[src/rtl/regfile_wb_pkg.sv]
// regfile_wb_pkg: shared writeback widths, arbiter states and requester ids
package regfile_wb_pkg;
  localparam int WB_DATA_W = 32;
  localparam int WB_ADDR_W = 5;
  typedef enum logic {PRIO_MEM, PRIO_ALU} arb_state_e;
  localparam logic REQ_ALU = 1'b0;
  localparam logic REQ_MEM = 1'b1;
endpackage

[src/rtl/wb_scoreboard.sv]
// wb_scoreboard: pending-write busy vector (issue set beats writeback clear) with sticky double-issue error
module wb_scoreboard
  import regfile_wb_pkg::*;
#(
  parameter int ADDR_W = WB_ADDR_W,
  parameter int NREG = 2**ADDR_W
) (
  input  logic              clk,
  input  logic              rst,
  input  logic              set_en,
  input  logic [ADDR_W-1:0] set_addr,
  input  logic              clr_en,
  input  logic [ADDR_W-1:0] clr_addr,
  output logic [NREG-1:0]   busy,
  output logic              sb_err
);
  logic [NREG-1:0] busy_q, busy_d, set_m, clr_m;
  logic err_q, err_d;
  always_comb begin
    set_m = {{(NREG-1){1'b0}}, set_en} << set_addr;
    clr_m = {{(NREG-1){1'b0}}, clr_en} << clr_addr;
    busy_d = (busy_q & ~clr_m) | set_m;
    err_d = err_q | (|(set_m & busy_q & ~clr_m));
  end
  always_ff @(posedge clk) begin
    if (rst) begin
      busy_q <= '0;
      err_q <= 1'b0;
    end else begin
      busy_q <= busy_d;
      err_q <= err_d;
    end
  end
  assign busy = busy_q;
  assign sb_err = err_q;
endmodule

[src/rtl/regfile_wb_arbiter.sv]
// regfile_wb_arbiter: ALU/MEM writeback arbiter with starvation guard and RAW scoreboard; REGFILE_WB_STATS_EN adds grant/stall counters
module regfile_wb_arbiter
  import regfile_wb_pkg::*;
#(
  parameter int DATA_W = WB_DATA_W,
  parameter int ADDR_W = WB_ADDR_W,
  parameter int STARVE_MAX = 3
) (
  input  logic                 clk,
  input  logic                 rst,
  input  logic                 alu_valid,
  input  logic [ADDR_W-1:0]    alu_waddr,
  input  logic [DATA_W-1:0]    alu_wdata,
  output logic                 alu_ready,
  input  logic                 mem_valid,
  input  logic [ADDR_W-1:0]    mem_waddr,
  input  logic [DATA_W-1:0]    mem_wdata,
  output logic                 mem_ready,
  input  logic                 issue_valid,
  input  logic [ADDR_W-1:0]    issue_waddr,
  output logic                 rf_we,
  output logic [ADDR_W-1:0]    rf_waddr,
  output logic [DATA_W-1:0]    rf_din,
`ifdef REGFILE_WB_STATS_EN
  output logic [31:0]          stat_alu_grants,
  output logic [31:0]          stat_mem_grants,
  output logic [31:0]          stat_alu_stalls,
`endif
  output logic [2**ADDR_W-1:0] busy,
  output logic                 sb_err
);
  localparam int CNT_W = $clog2(STARVE_MAX + 1);
  arb_state_e state_q, state_d;
  logic [CNT_W-1:0] cnt_q, cnt_d;
  logic we_q, we_d, alu_gnt, mem_gnt, gnt_id;
  logic [ADDR_W-1:0] waddr_q, waddr_d;
  logic [DATA_W-1:0] din_q, din_d;
  always_comb begin
    mem_gnt = !rst && mem_valid && (state_q == PRIO_MEM || !alu_valid);
    alu_gnt = !rst && alu_valid && !mem_gnt;
    gnt_id = mem_gnt ? REQ_MEM : REQ_ALU;
    we_d = alu_gnt || mem_gnt;
    waddr_d = !we_d ? waddr_q : gnt_id == REQ_MEM ? mem_waddr : alu_waddr;
    din_d = !we_d ? din_q : gnt_id == REQ_MEM ? mem_wdata : alu_wdata;
    cnt_d = (!alu_valid || alu_gnt) ? '0 : cnt_q == CNT_W'(STARVE_MAX) ? cnt_q : cnt_q + CNT_W'(1);
    state_d = state_q == PRIO_MEM ? (cnt_d == CNT_W'(STARVE_MAX) ? PRIO_ALU : PRIO_MEM)
                                  : ((alu_gnt || !alu_valid) ? PRIO_MEM : PRIO_ALU);
  end
  always_ff @(posedge clk) begin
    if (rst) begin
      state_q <= PRIO_MEM;
      cnt_q <= '0;
      we_q <= 1'b0;
      waddr_q <= '0;
      din_q <= '0;
    end else begin
      state_q <= state_d;
      cnt_q <= cnt_d;
      we_q <= we_d;
      waddr_q <= waddr_d;
      din_q <= din_d;
    end
  end
  assign alu_ready = alu_gnt;
  assign mem_ready = mem_gnt;
  assign rf_we = we_q;
  assign rf_waddr = waddr_q;
  assign rf_din = din_q;
  wb_scoreboard #(.ADDR_W(ADDR_W)) u_sb (
    .clk(clk),
    .rst(rst),
    .set_en(issue_valid),
    .set_addr(issue_waddr),
    .clr_en(we_d),
    .clr_addr(waddr_d),
    .busy(busy),
    .sb_err(sb_err)
  );
`ifdef REGFILE_WB_STATS_EN
  logic [31:0] ag_q, ag_d, mg_q, mg_d, st_q, st_d;
  always_comb begin
    ag_d = ag_q + {31'd0, alu_gnt};
    mg_d = mg_q + {31'd0, mem_gnt};
    st_d = st_q + {31'd0, alu_valid && !alu_gnt && st_q != '1};
  end
  always_ff @(posedge clk) begin
    if (rst) begin
      ag_q <= '0;
      mg_q <= '0;
      st_q <= '0;
    end else begin
      ag_q <= ag_d;
      mg_q <= mg_d;
      st_q <= st_d;
    end
  end
  assign stat_alu_grants = ag_q;
  assign stat_mem_grants = mg_q;
  assign stat_alu_stalls = st_q;
`endif
endmodule

[config.mk]
export PLATFORM = sky130hd
export DESIGN_NAME = regfile_wb_arbiter
export DESIGN_NICKNAME = d
export VERILOG_FILES = /design/src/rtl/regfile_wb_pkg.sv /design/src/rtl/wb_scoreboard.sv /design/src/rtl/regfile_wb_arbiter.sv
export SDC_FILE = /design/constraint.sdc
export NUM_CORES = 1
export LEC_CHECK = 0
export ABC_AREA = 1
export CAP_MARGIN = 20
export CORE_AREA = 2 2 133 70
export CTS_CLUSTER_DIAMETER = 120
export DETAILED_ROUTE_END_ITERATION = 6
export DIE_AREA = 0 0 135 72
export GPL_ROUTABILITY_DRIVEN = 0
export PLACE_DENSITY = 0.88
export REMOVE_ABC_BUFFERS = 1
export SYNTH_ARGS = -nofsm -noshare
export SYNTH_HDL_FRONTEND = slang
export SYNTH_HIERARCHICAL = 1
export SYNTH_SLANG_ARGS = --single-unit
[constraint.sdc]
create_clock -name clk -period 4.8 [get_ports clk]
set_clock_uncertainty 0.15 [all_clocks]
set_input_delay 0.48 -clock clk [delete_from_list [all_inputs] [get_ports clk]]
set_output_delay 0.48 -clock clk [all_outputs]
set_load 0.005 [all_outputs]
==> metrics.md, run 1 <==
| Metric | Value |
|---|---|
| Nets | `803` |
| Postcts setup bufs | `0` |
| Root Driver | `clkbuf_16` |
| Proportion of synthesized area in mux cells | `0` |
| Largest family of logic cells by synthesized area | `simple AND/OR/NAND/NOR gates` |
| CTS tree | `yes` |
| Post-Synthesis Cells | `584` |
| Largest net degree at the start of global routing | `50` |
| Worst skew pair latency | `0.33 ns` |
| Layout cell share with drive strength beyond 1 | `0.0773` |
| Worst setup EP type | `register` |
| Status | `complete, no violations` |
| Leak Pwr | `2.60 nW` |
| DRC | `0` |
| Die Width | `135 um` |
| Num CTS Buffers | `9` |
| Synth Area in Adders | `0` |
| Routed len/inst | `13.5 um` |
| Syn_area_per_cell | `6.73 um2` |
| Fmax | `283 MHz` |
| Ant diodes | `0` |
| Setup CP Type | `in -> reg` |
| Final Cycle Share | `0.736` |
| HPWL Detailed | `8.35 mm` |
| Vias in the first global route | `4,065` |
| Post-synthesis compound-gate area fraction | `0.119` |
| Die Height | `72 um` |
| Simple-gate share of the synthesized area | `0.381` |
| Grt ovf | `0` |
| Die area | `9720 um2` |
| Yosys reg bits | `74` |
| Critical path data arrival time | `3.58 ns` |
| First-pass GRT wire length | `18.4 mm` |
| WL final | `11.3 mm` |
| Fin. max-slew vios | `0` |
| Hold-fix buffers, CTS | `0` |
| Layout filler cell count | `732` |
| Fin Setup TNS | `0 ns` |
| Fin. Hold Viols | `0` |
| IO Pins | `157` |
| Worst-path clk slew | `0.06 ns` |
| Drt pass-1 iters | `5` |
| Post-cts sizing count | `0` |
| Multi-input gate area | `1970 um2` |
| Yosys cell types | `22` |
| Initial DRC Count | `332` |
| DR vias/cell | `5.14` |
| Power consumption | `1.65 mW` |
| Sequential-to-total area share from yosys stat | `0.377` |
| Startpoint types | `input pin` |
| Setup repair after global routing missed its margin | `no` |
| Crit path time final | `3.53 ns` |
| Area grow syn2layout | `46.6%` |
| Hold path cells | `1` |
| Vias post-DR | `4,325` |
| ANT nets after route | `0` |
| CTS sink count | `74` |
| Worst min-delay path class | `reg -> reg` |
| PortBufs | `156` |
| Slew @ Worst Pin | `0.672 ns` |
| Maximum VDD drop | `0.000198 V` |
| Crit-path max FO | `39` |
| Final Setup Violations | `0` |
| Critical path's most frequent cell | `nand2_1` |
| Max clock buf depth | `2` |
| Post-Syn Area | `3930 um2` |
| Core ar. | `8530 um2` |
| # rows | `24` |
| Synth warnings | `6` |
| Initial antenna violation count | `0` |
| PwrDens | `286 nW/um2` |
| FF-to-FF path depth | `15` |
| Hold_ws | `0.288 ns` |
| CTS HTree Levels | `3` |
| Crit path cell chain | `clkdlybuf4s50_1 > inv_2 > buf_4 > o21ai_2 > inv_2 > buf_4 > nand3_1 > nand2_1 > inv_1 > inv_2 > nand4_1 > nand2_1 > inv_1 > nand2_1 > nand2_1 > nor2_1 > nand2_1 > nor2_1 > a21oi_1` |
| MaxCap Viol Count | `0` |
| Commonest non-fill, non-tap cells in the layout | `clkdlybuf4s50_1, nand2_1, nor2_1` |
| Worst path max stage delay | `0.43 ns` |
| Reg area | `1480 um2` |
| Data required time at the worst endpoint | `4.85 ns` |
| Starting density of the core | `0.461` |
| Relative slew slack | `0.551` |
| Commonest non-fill, non-tap cell in the layout | `clkdlybuf4s50_1` |
| Crit-path slowest cell | `clkdlybuf4s50_1` |
| Synth Area in XOR/XNOR | `0` |
| Tot GR Track Use | `0.238` |
## worst max-delay path: cells and delay by family
family,cells,cell delay (ns)
AOI/OAI and AO/OA,2,0.19
and+or+nand+nor,9,0.94
buffers and inverters,8,1.94
## layer usage
metal  share of wire  global-route usage
met5               0                   0
met4           0.022              0.0810
met3           0.091              0.0908
met2            0.47               0.403
met1            0.42               0.282
## synth_stat cells
master    count  area, um2
o211ai_2     20        250
nor2_1       94        353
dfxtp_1      74       1480
clkinv_1      2       7.51
nand2_2       1       6.26
nand4_1      35        219
nor2_2        5       31.3
nand3_1      75        375
inv_1        61        229
nand3_2       1       10.0
o211ai_1     12       90.1
inv_2         9       33.8
buf_1         1       3.75
a21oi_1      21        105
nor3_1        5       25.0
nand2_1     128        480
clkbuf_1      3       11.3
buf_4         5       37.5
o21ai_2       1       8.76
buf_2        25        125
o21ai_1       3       15.0
buf_6         3       33.8
## logic make-up (layout without fill, tap and decap cells)
| logic type | count (synthesis) | after routing |
|---|---|---|
| simple gates | 344 | 344 |
| buf+inv | 109 | 249 |
| flops | 74 | 74 |
| compound gates | 57 | 57 |
## stage by stage
stage	cell area [um2]	utilization	cells	setup slack, ns
2_1_floorplan	3720	-	547	1.32
3_3_place_gp	5470	0.641	825	1.09
3_5_place_dp	5470	0.641	825	0.969
4_1_cts	5760	0.676	841	1.32
5_1_grt	5760	0.676	841	0.945
6_report	5760	0.676	841	1.27
## report_power, final
part / leakage (nW) / internal (mW) / switching, mW / total (mW)
Clock: 0.143 / 0.417 / 0.250 / 0.666
Sequential: 0.608 / 0.650 / 0.0193 / 0.670
Combinational: 1.85 / 0.159 / 0.151 / 0.310
## final timing paths
| check | from | to | slack, ns |
|---|---|---|---|
| worst max-delay path | rst | u_sb/sb_err$_SDFF_PP0_ | 1.27 |
| worst min-delay path | cnt_q[0]$_SDFF_PP0_ | cnt_q[0]$_SDFF_PP0_ | 0.29 |
| worst max register to register | state_q$_SDFF_PP0_ | u_sb/sb_err$_SDFF_PP0_ | 1.96 |
| worst min register to register | cnt_q[0]$_SDFF_PP0_ | cnt_q[0]$_SDFF_PP0_ | 0.29 |
## final cells by class
class                   count  share of cell area
clock inverters             4             0.00890
inverters                  72              0.0469
repair buffers            161               0.277
well taps                 117              0.0254
flip-flops and latches     74               0.257
multi-input cells         401               0.342
clock buffers              12              0.0428
## flip-flops by register name, summed over array words and instances, names as in the netlist
signal,cells
rf_waddr,5
rf_din,32
state_q,1
cnt_q,2
rf_we,1
u_sb/sb_err,1
u_sb/busy,32
Note: power is estimated with default switching activity, not from simulation.
==> run 2: changes to the inputs <==
CORE_AREA = 2 2 144 76   (was 2 2 133 70)
DIE_AREA = 0 0 146 78   (was 0 0 135 72)
PLACE_DENSITY = 0.79   (was 0.88)
clock period = 3.1 ns   (was 4.8 ns; I/O delays follow)
==> metrics.md, run 2 (synthesized netlist as in run 1, its figures left out) <==
| Metric | Value |
|---|---|
| Fin Setup TNS | `0 ns (unchanged)` |
| Setup repair after global routing missed its margin | `no` |
| Worst skew pair latency | `0.33 ns (about the same)` |
| Core ar. | `10,000 um2 (+17%)` |
| Worst setup EP type | `register` |
| PortBufs | `156 (unchanged)` |
| CTS HTree Levels | `3 (unchanged)` |
| Area grow syn2layout | `48.8%` |
| Dpl cells | `856 (+3.8%)` |
| Starting density of the core | `0.392 (-0.0686)` |
| MaxCap Viol Count | `0 (unchanged)` |
| Commonest non-fill, non-tap cells in the layout | `clkdlybuf4s50_1, nand2_1, nor2_1` |
| Die Height | `78 um (+8.3%)` |
| Tot GR Track Use | `0.210 (-0.0283)` |
| Crit path time final | `2.67 ns` |
| Vias in the first global route | `4,135 (+1.7%)` |
| CTS tree | `yes` |
| Routed len/inst | `13.3 um (-1.1%)` |
| Maximum VDD drop | `0.000261 V (+32%)` |
| CTS sink count | `74 (unchanged)` |
| Nets | `811 (+1.0%)` |
| Slew @ Worst Pin | `0.726 ns (+0.0540 ns)` |
| Final worst setup slack | `0.435 ns (-0.832 ns)` |
| Relative slew slack | `0.516 (-0.0346)` |
| HPWL Detailed | `8.35 mm (about the same)` |
| Grt ovf | `0 (unchanged)` |
| Layout cell share with drive strength beyond 1 | `0.0874 (+0.0101)` |
| Status | `complete, no violations` |
| Final Setup Violations | `0 (unchanged)` |
| Startpoint types | `input pin` |
| Final Cycle Share | `0.860` |
| Initial antenna violation count | `0 (unchanged)` |
| Root Driver | `clkbuf_16` |
| Postcts setup bufs | `0 (unchanged)` |
| Data required time at the worst endpoint | `3.15 ns (-1.70 ns)` |
| Worst min-delay path class | `reg -> reg` |
| Placed cell area | `5560 um2 (+1.6%)` |
| # rows | `26 (+8.3%)` |
| PwrDens | `439 nW/um2 (+54%)` |
| Ant diodes | `0 (unchanged)` |
| DRC | `0 (unchanged)` |
| Crit-path max FO | `8 (-79%)` |
| Layout Cells excl Fill | `872 (+3.7%)` |
| Worst-path clk slew | `0.06 ns (about the same)` |
| Die Width | `146 um (+8.1%)` |
| Final Instance Area | `5850 um2 (+1.5%)` |
| Fin. Hold Viols | `0 (unchanged)` |
| Largest net degree at the start of global routing | `65 (+30%)` |
| Hold_ws | `0.282 ns (-0.00684 ns)` |
| Setup CP Type | `in -> reg` |
| Hold-fix buffers, CTS | `0 (unchanged)` |
| Die area | `11,400 um2 (+17%)` |
| Vias post-DR | `4,324 (-0.023%)` |
| IO Pins | `157 (unchanged)` |
| Num CTS Buffers | `9 (unchanged)` |
| Power consumption | `2.57 mW (+56%)` |
| Drt pass-1 iters | `5 (unchanged)` |
| Fmax | `375 MHz` |
| Critical path data arrival time | `2.72 ns (-0.86 ns)` |
| ANT nets after route | `0 (unchanged)` |
| Core Util, Final | `0.584 (-0.0917)` |
| Commonest non-fill, non-tap cell in the layout | `clkdlybuf4s50_1` |
| Leak Pwr | `2.64 nW (+1.5%)` |
| Max clock buf depth | `2 (unchanged)` |
| Fin. max-slew vios | `0 (unchanged)` |
| WL final | `11.6 mm (+2.5%)` |
| Dpl ws | `0.229 ns (-0.740 ns)` |
| First-pass GRT wire length | `19.6 mm (+6.5%)` |
| DR vias/cell | `4.96 (-3.6%)` |
| Post-cts sizing count | `0 (unchanged)` |
| Initial DRC Count | `328 (-1.2%)` |
[run 2: changes by cell type in the layout (fill, tap and decap cells not counted), sizes merged]
cell and change:
buf +8
[run 2: worst max-delay path: stages]
cell	delay [ns]
clkdlybuf4s50_1	0.54
o21ai_2	0.22
buf_4	0.16
nand2_1	0.05
nand2_1	0.08
inv_1	0.06
inv_1	0.07
nand2_1	0.07
nor2_2	0.34
nand4_1	0.22
nand3_1	0.14
nand2_1	0.06
nor2_1	0.08
nand3_1	0.10
nor2_1	0.14
a21oi_1	0.08
[run 2: path summary, 6_finish.rpt]
check                 startpoint                     end  slack, ns  cells past startpoint
max                    mem_valid  u_sb/sb_err$_SDFF_PP0_       0.43                     16
min reg2reg  cnt_q[0]$_SDFF_PP0_     cnt_q[0]$_SDFF_PP0_       0.28                      1
max reg2reg   state_q$_SDFF_PP0_  u_sb/sb_err$_SDFF_PP0_       0.63                     16
min          cnt_q[0]$_SDFF_PP0_     cnt_q[0]$_SDFF_PP0_       0.28                      1
[run 2: layout make-up]
cell class              count  area (um2)
repair buffers            169        1660
multi-input cells         401        1970
flip-flops and latches     74        1480
clock buffers              12         246
inverters                  72         270
clock inverters             4        51.3
well taps                 140         175
fillers                   966        4170
[run 2: power breakdown]
group	switching [mW]	total [mW]	leakage (nW)	internal, mW
Sequential	0.0278	1.03	0.608	1.01
Combinational	0.244	0.502	1.89	0.257
Clock	0.387	1.03	0.143	0.645
Total	0.660	2.57	2.64	1.91
[run 2: metal layers]
metal	routed length, um	GRT usage	up-vias
met5	0	0	-
met4	305	0.0796	0
met3	788	0.0529	32
met2	5490	0.352	181
met1	5020	0.261	1923
li1	-	-	2188
==> run 3: changes to the inputs <==
CORE_AREA = 2 2 145 76   (was 2 2 144 76)
DIE_AREA = 0 0 147 78   (was 0 0 146 78)
SYNTH_HIERARCHICAL = not set   (was 1)
==> metrics.md, run 3 <==
| Metric | Value |
|---|---|
| Crit-path max FO | `23 (+15)` |
| HPWL Detailed | `8.90 mm (+6.6%)` |
| Ant diodes | `0 (unchanged)` |
| Commonest non-fill, non-tap cell in the layout | `nand2_1` |
| Postcts setup bufs | `0 (unchanged)` |
| Worst-path clk slew | `0.05 ns (about the same)` |
| Synth top area cells | `dfxtp_1, nand2_1, nand4_1` |
| ANT nets after route | `0 (unchanged)` |
| CTS sink count | `74 (unchanged)` |
| Net Sw Frac | `0.258 (+0.00114)` |
| Drt pass-1 iters | `5 (unchanged)` |
| Tot GR Track Use | `0.218 (+0.00859)` |
| Cell Int Power | `1.96 mW (+2.4%)` |
| Hold-fix buffers, CTS | `0 (unchanged)` |
| Num CTS Buffers | `9 (unchanged)` |
| Setup CP Type | `in -> out` |
| Grt ovf | `0 (unchanged)` |
| Area grow syn2layout | `48.4%` |
| Internal reg-to-reg setup slack | `0.78 ns (+0.15 ns)` |
| Nets | `827 (+2.0%)` |
| Worst min-delay path class | `reg -> reg` |
| # rows | `26 (unchanged)` |
| Root Driver | `clkbuf_16` |
| Post-cts sizing count | `0 (unchanged)` |
| Routed len/inst | `14.2 um (+6.8%)` |
| Register share of total power | `0.397 (-0.006)` |
| Fin. Hold Viols | `0 (unchanged)` |
| Post-Syn Area | `4010 um2 (+1.9%)` |
| Die Width | `147 um (+0.68%)` |
| Worst path top cell family by delay | `buffers and inverters` |
| Status | `complete, no violations` |
| Clock share of power | `0.399 (-0.003)` |
| Final Setup Violations | `0 (unchanged)` |
| Syn_area_per_cell | `6.69 um2 (-0.64%)` |
| Die Height | `78 um (unchanged)` |
| CP endpoint | `mem_ready` |
| Slew @ Worst Pin | `0.598 ns (-0.127 ns)` |
| Fraction of registers with async set/reset | `0 (unchanged)` |
| Initial antenna violation count | `0 (unchanged)` |
| FF-to-FF path depth | `16 (unchanged)` |
| Worst setup EP type | `primary output` |
| Starting density of the core | `0.397 (+0.00491)` |
| Die area | `11,500 um2 (+0.68%)` |
| Data required time at the worst endpoint | `2.64 ns (-0.51 ns)` |
| Post-synth EDFFs | `0 (unchanged)` |
| MaxCap Viol Count | `0 (unchanged)` |
| RR Startpoint | `state_q$_SDFF_PP0_` |
| Layout filler cell count | `958 (-0.83%)` |
| Final Cycle Share | `0.844 (-0.0160)` |
| Crit path time final | `2.62 ns (-0.0495 ns)` |
| Synth warnings | `0 (-6)` |
| PwrDens | `443 nW/um2 (+0.93%)` |
| Max clock buf depth | `2 (unchanged)` |
| Yosys top cell area share | `0.370 (-0.00706)` |
| Critical path's most frequent cell | `clkdlybuf4s50_1` |
| Power consumption | `2.64 mW (+2.6%)` |
| Commonest cells in the netlist | `nand2_1, dfxtp_1, inv_1` |
| Crit path from | `rst` |
| Sequential-to-total area share from yosys stat | `0.370 (-0.00706)` |
| Core ar. | `10,100 um2 (+0.65%)` |
| Maximum VDD drop | `0.000236 V (-9.8%)` |
| Count leader, synth | `nand2_1` |
| IO Pins | `157 (unchanged)` |
| Startpoint types | `input pin` |
| Fmax | `382 MHz (+1.9%)` |
| Logic gate share of total power | `0.204 (+0.009)` |
| Commonest non-fill, non-tap cells in the layout | `nand2_1, clkdlybuf4s50_1, dfxtp_1` |
| Crit path cell chain | `clkdlybuf4s50_1 > inv_4 > nand2_1 > nor2_2 > buf_4 > clkdlybuf4s50_1` |
| Worst path max stage delay | `0.55 ns (about the same)` |
| Vias in the first global route | `4,229 (+2.3%)` |
| Vias post-DR | `4,558 (+5.4%)` |
| Synth Flop Type | `dfxtp_1` |
| Leak Pwr | `2.35 nW (-11%)` |
| Crit-path slowest cell | `clkdlybuf4s50_1` |
| Leading area contributor after synthesis | `dfxtp_1` |
| First-pass GRT wire length | `20.4 mm (+3.9%)` |
| Fin Setup TNS | `0 ns (unchanged)` |
| Crit. path cell count | `6 (-10)` |
| CTS HTree Levels | `3 (unchanged)` |
| Switching pwr | `680 uW (+3.0%)` |
| DR vias/cell | `5.13 (+3.5%)` |
| Setup repair after global routing missed its margin | `no` |
| Reg-to-Reg End | `u_sb.sb_err$_SDFF_PP0_` |
| Post-Synthesis Cells | `599 (+2.6%)` |
| Buf/Inv on CP | `4 (unchanged)` |
| DRC | `0 (unchanged)` |
| Relative slew slack | `0.601 (+0.0845)` |
| Layout cell share with drive strength beyond 1 | `0.0709 (-0.0166)` |
| Worst skew pair latency | `0.33 ns (about the same)` |
| PortBufs | `156 (unchanged)` |
| Fin. max-slew vios | `0 (unchanged)` |
| Initial DRC Count | `377 (+15%)` |
| CTS tree | `yes` |
| Critical path data arrival time | `2.16 ns (-0.56 ns)` |
| Largest net degree at the start of global routing | `45 (-31%)` |
| Yosys cell types | `29 (+32%)` |
| Yosys reg bits | `74 (unchanged)` |
| WL final | `12.6 mm (+8.8%)` |
-- run 3: changes by cell type after synthesis, moves of 8 or more --
| cell | change |
|---|---|
| nand4_1 | +16 |
| a31oi_1 | +22 |
| clkbuf_1 | +22 |
| nor2_1 | -38 |
| buf_2 | -25 |
| nand2_1 | +33 |
| inv_2 | -8 |
| nand3_1 | -38 |
| o211ai_2 | -20 |
| a21oi_1 | +31 |
-- run 3: worst min path at each step --
stage | from | endpoint | slack (ns) | cells past startpoint
finish | cnt_q[0]$_SDFF_PP0_ | cnt_q[0]$_SDFF_PP0_ | 0.29 | 1
global route | cnt_q[0]$_SDFF_PP0_ | cnt_q[0]$_SDFF_PP0_ | 0.32 | 1
floorplan | rst | u_sb.busy[0]$_SDFF_PP0_ | 0.23 | 1
CTS | cnt_q[0]$_SDFF_PP0_ | cnt_q[0]$_SDFF_PP0_ | 0.29 | 1
global placement | cnt_q[0]$_SDFF_PP0_ | cnt_q[0]$_SDFF_PP0_ | 0.27 | 1
detailed placement | cnt_q[0]$_SDFF_PP0_ | cnt_q[0]$_SDFF_PP0_ | 0.28 | 1
-- run 3: area by class of cell --
cell class	count	area, um2	area share
Multi-Input combinational cell	423	2080	0.349
Timing Repair Buffer	171	1670	0.281
Sequential cell	74	1480	0.249
Clock buffer	14	264	0.0444
Inverter	64	243	0.0408
Tap cell	140	175	0.0294
Clock inverter	2	35.0	0.00589
-- run 3: kinds of logic after synthesis --
| group | count (synthesis) | synth area share |
|---|---|---|
| buf+inv | 102 | 0.113 |
| compound gates | 89 | 0.127 |
| flops | 74 | 0.370 |
| simple gates | 334 | 0.391 |
-- run 3: power by group through the flow --
stage | Clock (mW) | Combinational (mW) | Sequential (mW)
5_1_grt | 1.12 | 0.583 | 1.05
2_1_floorplan | 0 | 0.204 | 1.07
6_report | 1.05 | 0.537 | 1.05
4_1_cts | 1.07 | 0.536 | 1.05
3_5_place_dp | 0 | 0.533 | 1.07
3_3_place_gp | 0 | 0.527 | 1.06
-- run 3: worst register-to-register path, cell delays in order (launching register included) --
cell and delay, ns:
dfxtp_1 0.33, nand2_4 0.13, nand3_2 0.22, nand2_1 0.12, o21ai_1 0.17, nor2_4 0.25
nand2_1 0.09, nor2_1 0.13, nand2_1 0.10, nand2_1 0.08, nand2_1 0.05, nor2_1 0.08
nand2_1 0.07, nor2_1 0.08, nand3_1 0.07, nand2_1 0.07, inv_1 0.04
-- run 3: per-layer routing --
metal | part of all wire | vias up | global-route usage
met2 | 0.47 | 209 | 0.381
met3 | 0.082 | 30 | 0.0494
met1 | 0.43 | 2039 | 0.270
met5 | 0 | - | 0
li1 | - | 2280 | -
met4 | 0.018 | 0 | 0.0673
-- run 3: per-stage QoR --
step / worst slack [ns] / instances / cell area [um2] / hold WS (ns) / utilization
after floorplan: 0.210 / 561 / 3800 / 0.229 / -
after global placement: 0.280 / 872 / 5650 / 0.269 / 0.560
after detailed placement: 0.244 / 872 / 5650 / 0.282 / 0.560
after CTS: 0.464 / 888 / 5950 / 0.292 / 0.590
after global routing: 0.274 / 888 / 5950 / 0.317 / 0.590
final: 0.484 / 888 / 5950 / 0.293 / 0.590
